### src/rtl/bullet_pkg.sv
// bullet_pkg: shared playfield bounds, coordinate widths and bullet FSM states
package bullet_pkg;
  localparam int X_MIN = 2;
  localparam int X_MAX = 762;
  localparam int Y_MIN = 36;
  localparam int Y_MAX = 562;
  localparam int BR = 12;
  localparam int XW = 11;
  localparam int YW = 10;
  localparam int VW = 4;
  typedef enum logic [1:0] {FROZEN, RUN, DEAD} state_t;
endpackage

### src/rtl/bullet_axis.sv
// bullet_axis: one-axis position/velocity register with clamp-bounce and saturating speed-up
module bullet_axis
  import bullet_pkg::*;
#(
  parameter int W = 11,
  parameter int LO = 14,
  parameter int HI = 750,
  parameter int P0 = 200,
  parameter int V0 = 2,
  parameter int VMAX = 6
) (
  input  logic         clk,
  input  logic         rst,
  input  logic         load,
  input  logic         step,
  input  logic         speedup,
  output logic [W-1:0] pos
);
  localparam logic [11:0] LO_V = 12'(LO);
  localparam logic [11:0] HI_V = 12'(HI);
  localparam logic [VW-1:0] VMAX_V = VW'(VMAX);
  logic [VW-1:0] vel, mag, mag_up;
  logic [11:0] nxt;
  logic lo_hit, hi_hit, neg;
  always_comb begin
    nxt = {{(12-W){1'b0}}, pos} + {{(12-VW){vel[VW-1]}}, vel};
    lo_hit = $signed(nxt) < $signed(LO_V);
    hi_hit = !lo_hit && $signed(nxt) > $signed(HI_V);
    neg = lo_hit ? 1'b0 : hi_hit ? 1'b1 : vel[VW-1];
    mag = vel[VW-1] ? -vel : vel;
    mag_up = speedup && mag < VMAX_V ? mag + 1'b1 : mag;
  end
  always_ff @(posedge clk) begin
    if (rst || load) begin
      pos <= W'(P0);
      vel <= VW'(V0);
    end else if (step) begin
      pos <= lo_hit ? W'(LO) : hi_hit ? W'(HI) : nxt[W-1:0];
      vel <= neg ? -mag_up : mag_up;
    end
  end
endmodule

### src/rtl/bullet_ctrl.sv
// bullet_ctrl: run/dead/frozen control, motion tick prescaler and speed-up for two enemy bullets
module bullet_ctrl
  import bullet_pkg::*;
#(
  parameter int TICK_DIV = 833333,
  parameter int SPEEDUP_TICKS = 600,
  parameter int B1_X0 = 200,
  parameter int B1_Y0 = 150,
  parameter int B2_X0 = 600,
  parameter int B2_Y0 = 450,
  parameter int V_INIT = 2,
  parameter int V_MAX = 6
) (
  input  logic          clk,
  input  logic          rst,
  input  logic          frz,
  input  logic          over,
  output logic [XW-1:0] bullet1_x,
  output logic [YW-1:0] bullet1_y,
  output logic [XW-1:0] bullet2_x,
  output logic [YW-1:0] bullet2_y,
  output logic          tick,
  output logic          running
);
  localparam int PW = TICK_DIV > 1 ? $clog2(TICK_DIV) : 1;
  localparam int SW = $clog2(SPEEDUP_TICKS + 1);
  logic [PW-1:0] pre;
  logic [SW-1:0] spd;
  state_t state, state_nxt;
  logic step, speedup;
  assign tick = pre == PW'(TICK_DIV - 1);
  assign step = state == RUN && !frz && !over && tick;
  assign speedup = step && spd == SW'(SPEEDUP_TICKS - 1);
  always_comb begin
    state_nxt = frz ? FROZEN : state == FROZEN ? RUN : state == RUN && over ? DEAD : state;
  end
  always_ff @(posedge clk) begin
    if (rst) begin
      pre <= '0;
      spd <= '0;
      state <= FROZEN;
      running <= 1'b0;
    end else begin
      pre <= tick ? '0 : pre + 1'b1;
      spd <= frz || speedup ? '0 : step ? spd + 1'b1 : spd;
      state <= state_nxt;
      running <= state_nxt == RUN;
    end
  end
  bullet_axis #(.W(XW), .LO(X_MIN + BR), .HI(X_MAX - BR), .P0(B1_X0), .V0(V_INIT), .VMAX(V_MAX)) u_b1x (
    .clk(clk), .rst(rst), .load(frz), .step(step), .speedup(speedup), .pos(bullet1_x)
  );
  bullet_axis #(.W(YW), .LO(Y_MIN + BR), .HI(Y_MAX - BR), .P0(B1_Y0), .V0(V_INIT), .VMAX(V_MAX)) u_b1y (
    .clk(clk), .rst(rst), .load(frz), .step(step), .speedup(speedup), .pos(bullet1_y)
  );
  bullet_axis #(.W(XW), .LO(X_MIN + BR), .HI(X_MAX - BR), .P0(B2_X0), .V0(-V_INIT), .VMAX(V_MAX)) u_b2x (
    .clk(clk), .rst(rst), .load(frz), .step(step), .speedup(speedup), .pos(bullet2_x)
  );
  bullet_axis #(.W(YW), .LO(Y_MIN + BR), .HI(Y_MAX - BR), .P0(B2_Y0), .V0(V_INIT), .VMAX(V_MAX)) u_b2y (
    .clk(clk), .rst(rst), .load(frz), .step(step), .speedup(speedup), .pos(bullet2_y)
  );
endmodule

### config.mk
export PLATFORM = sky130hd
export DESIGN_NAME = bullet_ctrl
export DESIGN_NICKNAME = d
export VERILOG_FILES = /design/src/rtl/bullet_pkg.sv /design/src/rtl/bullet_axis.sv /design/src/rtl/bullet_ctrl.sv
export SDC_FILE = /design/constraint.sdc
export NUM_CORES = 1
export LEC_CHECK = 0
export CAP_MARGIN = 20
export CORE_ASPECT_RATIO = 2
export CORE_MARGIN = 10
export CORE_UTILIZATION = 27
export DETAILED_ROUTE_END_ITERATION = 12
export GPL_ROUTABILITY_DRIVEN = 0
export MAX_ROUTING_LAYER = met4
export REMOVE_ABC_BUFFERS = 1
export SLEW_MARGIN = 5
export SYNTH_ARGS = -nofsm -noshare
export SYNTH_HDL_FRONTEND = slang
export SYNTH_SLANG_ARGS = --single-unit
export TNS_END_PERCENT = 1
### constraint.sdc
create_clock -name clk -period 5 [get_ports clk]
set_input_delay 1.5 -clock clk [delete_from_list [all_inputs] [get_ports clk]]
set_output_delay 1.5 -clock clk [all_outputs]
set_load 0.03 [all_outputs]
==> flow_metrics.py <==
metrics = {
    "timing": {
        "fin_crit_ns": 4.25,
        "slew-limit-headroom_pct": 39.8,
        "setup_tns_ns": 0,
        "worst_slack_ns": 0.755,
        "worst_slew_pin_slew_ns": 0.900,
        "finalMaxSlewViolations": 0,
        "fmax_mhz": 236,
        "fin_crit_sh_pct": 84.9,
        "hold_viol": 0,
        "skew_ns": 0.0135,
        "final-setup-viol-count": 0,
        "grt_setup_unrepaired": "false",
    },
    "synthesis": {
        "yosysWarnings": 0,
        "seq_area_frac_synth_pct": 25.5,
        "synthFlopType": "dfxtp_1",
        "yosys.area.top_type": "dfxtp_1",
        "synthCells": 899,
        "syn_area_um2": 7140,
        "ys_ff_latch": 91,
        "synth.area.top_cells": "dfxtp_1 (26%), ha_1 (10%), a21oi_1 (5.3%)",
        "yosysUniqueCellTypes": 88,
        "synthArstFlopShare_pct": 0,
        "synth-edff-count": 0,
        "synth_top_area_share_pct": 25.5,
        "syn_area_per_cell_um2": 7.95,
    },
    "cells_and_area": {
        "regArea_um2": 1820,
        "drive_gt1_share_pct": 6.16,
        "fill_cells": 2775,
        "final_cell_area_um2": 8220,
        "nets": 1003,
        "final_common_cell": "nor2_1",
        "antenna-diode-count": 0,
        "multi_input_area_um2": 4970,
        "area_growth_syn_to_layout_pct": 15.0,
        "final_cell_mix": "nor2_1 (95), dfxtp_1 (91), a21oi_1 (76)",
    },
    "critical_path": {
        "startpoint_type": "input pin",
        "crit_path_cell_trace": "clkdlybuf4s50_1 > nor4b_2 > and3_1 > nand4_2 > nor2b_1 > o21ai_0 > xnor2_1 > ha_1 > or3_1 > a311oi_1",
        "cpPeakStageDelay_ns": 0.54,
        "r2r_slack_ns": 1.23,
        "worstPathArrival_ns": 4.52,
        "critPathMaxFanout": 6,
        "slowest_stage": "nor4b_2",
        "required_ns": 5.28,
        "crit_type": "in2reg",
        "worstSetupEndpointType": "register",
    },
    "global_route": {
        "antenna_found_initial": 0,
        "grt_pass1_wl_mm": 33.4,
        "grt_pass1_vias": 6790,
        "grt_max_degree": 28,
        "overflow": 0,
        "track_usage_pct": 12.5,
    },
    "detailed_routing": {
        "drt-vias-per-instance": 5.23,
        "drt-wirelength-per-cell_um": 15.9,
        "first_pass_iters": 4,
        "drc": 0,
        "drtIter0Drc": 289,
        "vias": 6725,
        "wl_mm": 20.5,
        "drtAntennaViolNets": 0,
    },
    "power": {
        "p_leak_nw": 3.20,
        "p_per_area_nw_per_um2": 181,
        "ir_drop_mv": 0.153,
    },
    "placement": {
        "hpwl_mm": 16.1,
        "pre_cts_ws_ns": 0.365,
        "portBuffers": 47,
        "placed_area_um2": 7910,
    },
    "floorplan": {
        "die_height_um": 250,
        "start_util_pct": 27.3,
        "ios": 48,
        "die_x_um": 135,
        "dieArea_um2": 33800,
        "rows": 84,
        "core_area_um2": 26200,
    },
    "run_status": {
        "status": "completed",
    },
    "cts": {
        "cts_setup_buffers": 0,
        "clk_pin_slew_ns": 0.08,
        "cts_tree": "built",
        "cts_root_buffer": "clkbuf_16",
        "cts_buffer_depth": 2,
        "clock_latency_ns": 0.36,
        "cts.repair.resized": 0,
        "cts_sinks": 91,
        "htree_levels": 3,
        "numCtsBuffers": 9,
        "hold_buffers": 0,
    },
    "min_path": {
        "hp-class": "reg2reg",
    },
    "run": {
        "cap_violations": 0,
    },
}
-- cells by family after synthesis --
group,share of synthesized area (%)
xor+xnor,7.36
simple gates,24.1
fa+ha+maj,11.5
buf+inv,5.08
compound gates,25.7
flops,25.5
mux,0.771
-- power by group --
group | leakage [nW] | internal, mW | total [mW] | switching, mW
clock network | 0.142 | 0.404 | 0.720 | 0.316
logic | 2.33 | 0.00962 | 0.0334 | 0.0238
registers | 0.735 | 0.727 | 0.732 | 0.00465
total | 3.20 | 1.14 | 1.49 | 0.345
-- Yosys cell counts, drive strengths merged (8+ instances only) --
cell    number
xnor2       29
nor4        13
o31ai        8
o21a        17
nor3b        8
dfxtp       91
nor2b        8
or3         14
nand3       21
inv         38
a211o        9
a21boi       8
and3        17
nor2        96
nand4       15
ha          59
a21oi       77
o211ai       9
xor2        31
o21ai       70
a211oi      19
nor3        24
a21o        23
nand2       69
clkbuf      23
-- metrics by stage --
stage / std cells / power (mW) / hold slack (ns) / utilization, %
6_report: 1285 / 1.49 / 0.476 / 31.4
5_1_grt: 1285 / 1.52 / 0.502 / 31.4
4_1_cts: 1285 / 1.50 / 0.476 / 31.4
3_5_place_dp: 1269 / 0.783 / 0.467 / 30.2
3_3_place_gp: 1269 / 0.782 / 0.459 / 30.2
2_1_floorplan: 868 / 0.765 / 0.449 / -
-- worst max-delay path: cells and delay by family --
family | cells | cell delay, ns
XOR/XNOR | 1 | 0.18
buffers and inverters | 1 | 0.46
adder cells (fa/ha/maj) | 1 | 0.21
AO/OA/AOI/OAI | 2 | 0.43
AND/OR/NAND/NOR | 5 | 1.74
-- layout make-up --
cell class                 instances  area share [%]
clock inverter                     5           0.761
multi-input combinational        738            60.4
sequential                        91            22.2
timing repair buffer              57            6.64
inverter                          39            1.78
tap                              344            5.24
clock buffer                      11            2.95
-- registers in the layout, summed over array words and instances (netlist names) --
| register | flops |
|---|---|
| spd | 10 |
| running | 1 |
| u_b2x.vel | 4 |
| state | 2 |
| u_b1y.vel | 4 |
| u_b2y.pos | 10 |
| u_b1x.vel | 4 |
| u_b1x.pos | 11 |
| u_b1y.pos | 10 |
| u_b2y.vel | 4 |
| pre | 20 |
| u_b2x.pos | 11 |
-- final timing paths --
kind,startpoint,to,cells after the start
hold / removal,spd[1],spd[1],2
hold reg to reg,spd[1],spd[1],2
setup / recovery,frz,u_b1y.vel[2],10
setup reg to reg,u_b2y.vel[3],u_b2y.pos[5],10
-- metal layers --
metal | GRT usage (%) | routed length (um)
met1 | 11.1 | 7460
met2 | 24.5 | 11900
met3 | 1.63 | 439
met4 | 6.15 | 741
met5 | - | 0
Note: power is estimated with default switching activity, not from simulation.
==> RTL change (same flow settings) <==
Add an input register stage for `frz` and `over`, cleared by the reset; this delays them by one clock.
--- a/src/rtl/bullet_ctrl.sv
+++ b/src/rtl/bullet_ctrl.sv
@@ -25,4 +25,18 @@
   localparam int PW = TICK_DIV > 1 ? $clog2(TICK_DIV) : 1;
   localparam int SW = $clog2(SPEEDUP_TICKS + 1);
+
+  logic frz_q;
+  logic over_q;
+
+  always_ff @(posedge clk) begin
+    if (rst) begin
+      frz_q  <= '0;
+      over_q <= '0;
+    end else begin
+      frz_q  <= frz;
+      over_q <= over;
+    end
+  end
+
   logic [PW-1:0] pre;
   logic [SW-1:0] spd;
@@ -30,8 +44,8 @@
   logic step, speedup;
   assign tick = pre == PW'(TICK_DIV - 1);
-  assign step = state == RUN && !frz && !over && tick;
+  assign step = state == RUN && !frz_q && !over_q && tick;
   assign speedup = step && spd == SW'(SPEEDUP_TICKS - 1);
   always_comb begin
-    state_nxt = frz ? FROZEN : state == FROZEN ? RUN : state == RUN && over ? DEAD : state;
+    state_nxt = frz_q ? FROZEN : state == FROZEN ? RUN : state == RUN && over_q ? DEAD : state;
   end
   always_ff @(posedge clk) begin
@@ -43,5 +57,5 @@
     end else begin
       pre <= tick ? '0 : pre + 1'b1;
-      spd <= frz || speedup ? '0 : step ? spd + 1'b1 : spd;
+      spd <= frz_q || speedup ? '0 : step ? spd + 1'b1 : spd;
       state <= state_nxt;
       running <= state_nxt == RUN;
@@ -49,14 +63,14 @@
   end
   bullet_axis #(.W(XW), .LO(X_MIN + BR), .HI(X_MAX - BR), .P0(B1_X0), .V0(V_INIT), .VMAX(V_MAX)) u_b1x (
-    .clk(clk), .rst(rst), .load(frz), .step(step), .speedup(speedup), .pos(bullet1_x)
+    .clk(clk), .rst(rst), .load(frz_q), .step(step), .speedup(speedup), .pos(bullet1_x)
   );
   bullet_axis #(.W(YW), .LO(Y_MIN + BR), .HI(Y_MAX - BR), .P0(B1_Y0), .V0(V_INIT), .VMAX(V_MAX)) u_b1y (
-    .clk(clk), .rst(rst), .load(frz), .step(step), .speedup(speedup), .pos(bullet1_y)
+    .clk(clk), .rst(rst), .load(frz_q), .step(step), .speedup(speedup), .pos(bullet1_y)
   );
   bullet_axis #(.W(XW), .LO(X_MIN + BR), .HI(X_MAX - BR), .P0(B2_X0), .V0(-V_INIT), .VMAX(V_MAX)) u_b2x (
-    .clk(clk), .rst(rst), .load(frz), .step(step), .speedup(speedup), .pos(bullet2_x)
+    .clk(clk), .rst(rst), .load(frz_q), .step(step), .speedup(speedup), .pos(bullet2_x)
   );
   bullet_axis #(.W(YW), .LO(Y_MIN + BR), .HI(Y_MAX - BR), .P0(B2_Y0), .V0(V_INIT), .VMAX(V_MAX)) u_b2y (
-    .clk(clk), .rst(rst), .load(frz), .step(step), .speedup(speedup), .pos(bullet2_y)
+    .clk(clk), .rst(rst), .load(frz_q), .step(step), .speedup(speedup), .pos(bullet2_y)
   );
 endmodule
Function: changed (Yosys sat finds a counterexample within 4 cycles, from zero or initial values and one cycle with rst high).
==> RTL change against the unedited design <==
Global-route usage is 0.23 points lower. Setup slack improved by 0.020 ns. Synthesized area down 0.79%. First-iteration DRC count down 8.0%. Power rose by 1.8%. Worst hold slack got worse by 0.016 ns. Final area hardly changed. Fmax grew 0.48%. Sequential share of layout area rose by 0.48 points. Wire length decreased by 2.4%. Sequential cell count rose by 2.
==> RTL change: results (changes against the unedited design) <==
outcome=finished, final reports clean (unchanged); global-route met1 utilization=10.7% (was 11.1%); Worst Hold Depth=1 (was 2); met2 wire length=11.4 mm (was 11.9 mm); number of nets in the layout=991 (was 1,003); crit path capture=tick (was u_b1y.vel[2]$_SDFFE_PP0P_); power in combinational cells=0.0000369 W (was 0.0000334 W); Distinct cells, synth=89 (was 88); share of post-route cells with drive strength above 1=5.60% (was 6.16%); total wirelength of the detailed-routed design=20.0 mm (was 20.5 mm); Syn Area/Cell=7.98 sq um (was 7.95 sq um); standard cell area after detailed placement=7910 sq um (about the same); Global Route met3 Usage=1.61% (was 1.63%); global-route wire length before repair=32.9 mm (was 33.4 mm); detailed route wirelength on metal3=494 microns (was 439 microns); leading post-synthesis cells by cell area=sky130_fd_sc_hd__dfxtp_1, sky130_fd_sc_hd__ha_1, sky130_fd_sc_hd__nor2_1 (was sky130_fd_sc_hd__dfxtp_1, sky130_fd_sc_hd__ha_1, sky130_fd_sc_hd__a21oi_1); delay of the slowest cell on the worst path=0.81 ns (was 0.54 ns); maximum vdd ir drop=0.108 mV (was 0.153 mV); FF-to-FF End=u_b2y.pos[3]$_SDFFE_PP0P_ (was u_b2y.pos[5]$_SDFFE_PP0P_); Endpoint, Worst Hold=pre[0]$_SDFF_PP0_ (was spd[1]$_SDFFE_PP0P_); largest clock skew in the final design=0.00799 ns (was 0.0135 ns); fraction of synthesized cell area taken by the top area cell type=26.3% (was 25.5%); number of fill cells=2,776 (was 2,775); reported clock group power=0.000725 W (was 0.000720 W); sequential area share after synthesis=26.3% (was 25.5%); beginning of the critical path=pre[12]$_SDFF_PP0_ (was frz); Commonest cells post-synth=sky130_fd_sc_hd__nor2_1, sky130_fd_sc_hd__dfxtp_1, sky130_fd_sc_hd__nand2_1 (was sky130_fd_sc_hd__nor2_1, sky130_fd_sc_hd__dfxtp_1, sky130_fd_sc_hd__a21oi_1); Sequential Area=1860 sq um (was 1820 sq um); worst slew margin relative to its limit=30.9% (was 39.8%); Lkg Pwr=3.19 nW (was 3.20 nW); met2 track utilization from global routing=24.1% (was 24.5%); Post-Route Hold Slack=0.460 ns (was 0.476 ns); Starting DRT DRC Count=266 (was 289)
## RTL change: final cells by class
class / instances / area share (%)
Clock buffer: 11 / 2.83
Clock inverter: 4 / 0.898
Inverter: 42 / 1.92
Multi-Input combinational cell: 728 / 60.5
Sequential cell: 93 / 22.7
Tap cell: 340 / 5.18
Timing Repair Buffer: 50 / 6.00
## RTL change: cells by family after synthesis
| group | after synthesis | synth area share (%) |
|---|---|---|
| simple gates | 338 | 25.2 |
| compound gates | 257 | 24.5 |
| flops | 93 | 26.3 |
| buf+inv | 67 | 3.58 |
| fa+ha+maj | 63 | 11.5 |
| xor+xnor | 59 | 7.29 |
| mux | 11 | 1.64 |
## RTL change: metrics by stage
stage | setup slack (ns) | total power [W]
global placement | 1.07 | 0.000803
CTS | 0.752 | 0.00153
floorplan | 1.50 | 0.000787
finish | 0.775 | 0.00151
detailed placement | 1.17 | 0.000804
global route | 0.510 | 0.00157
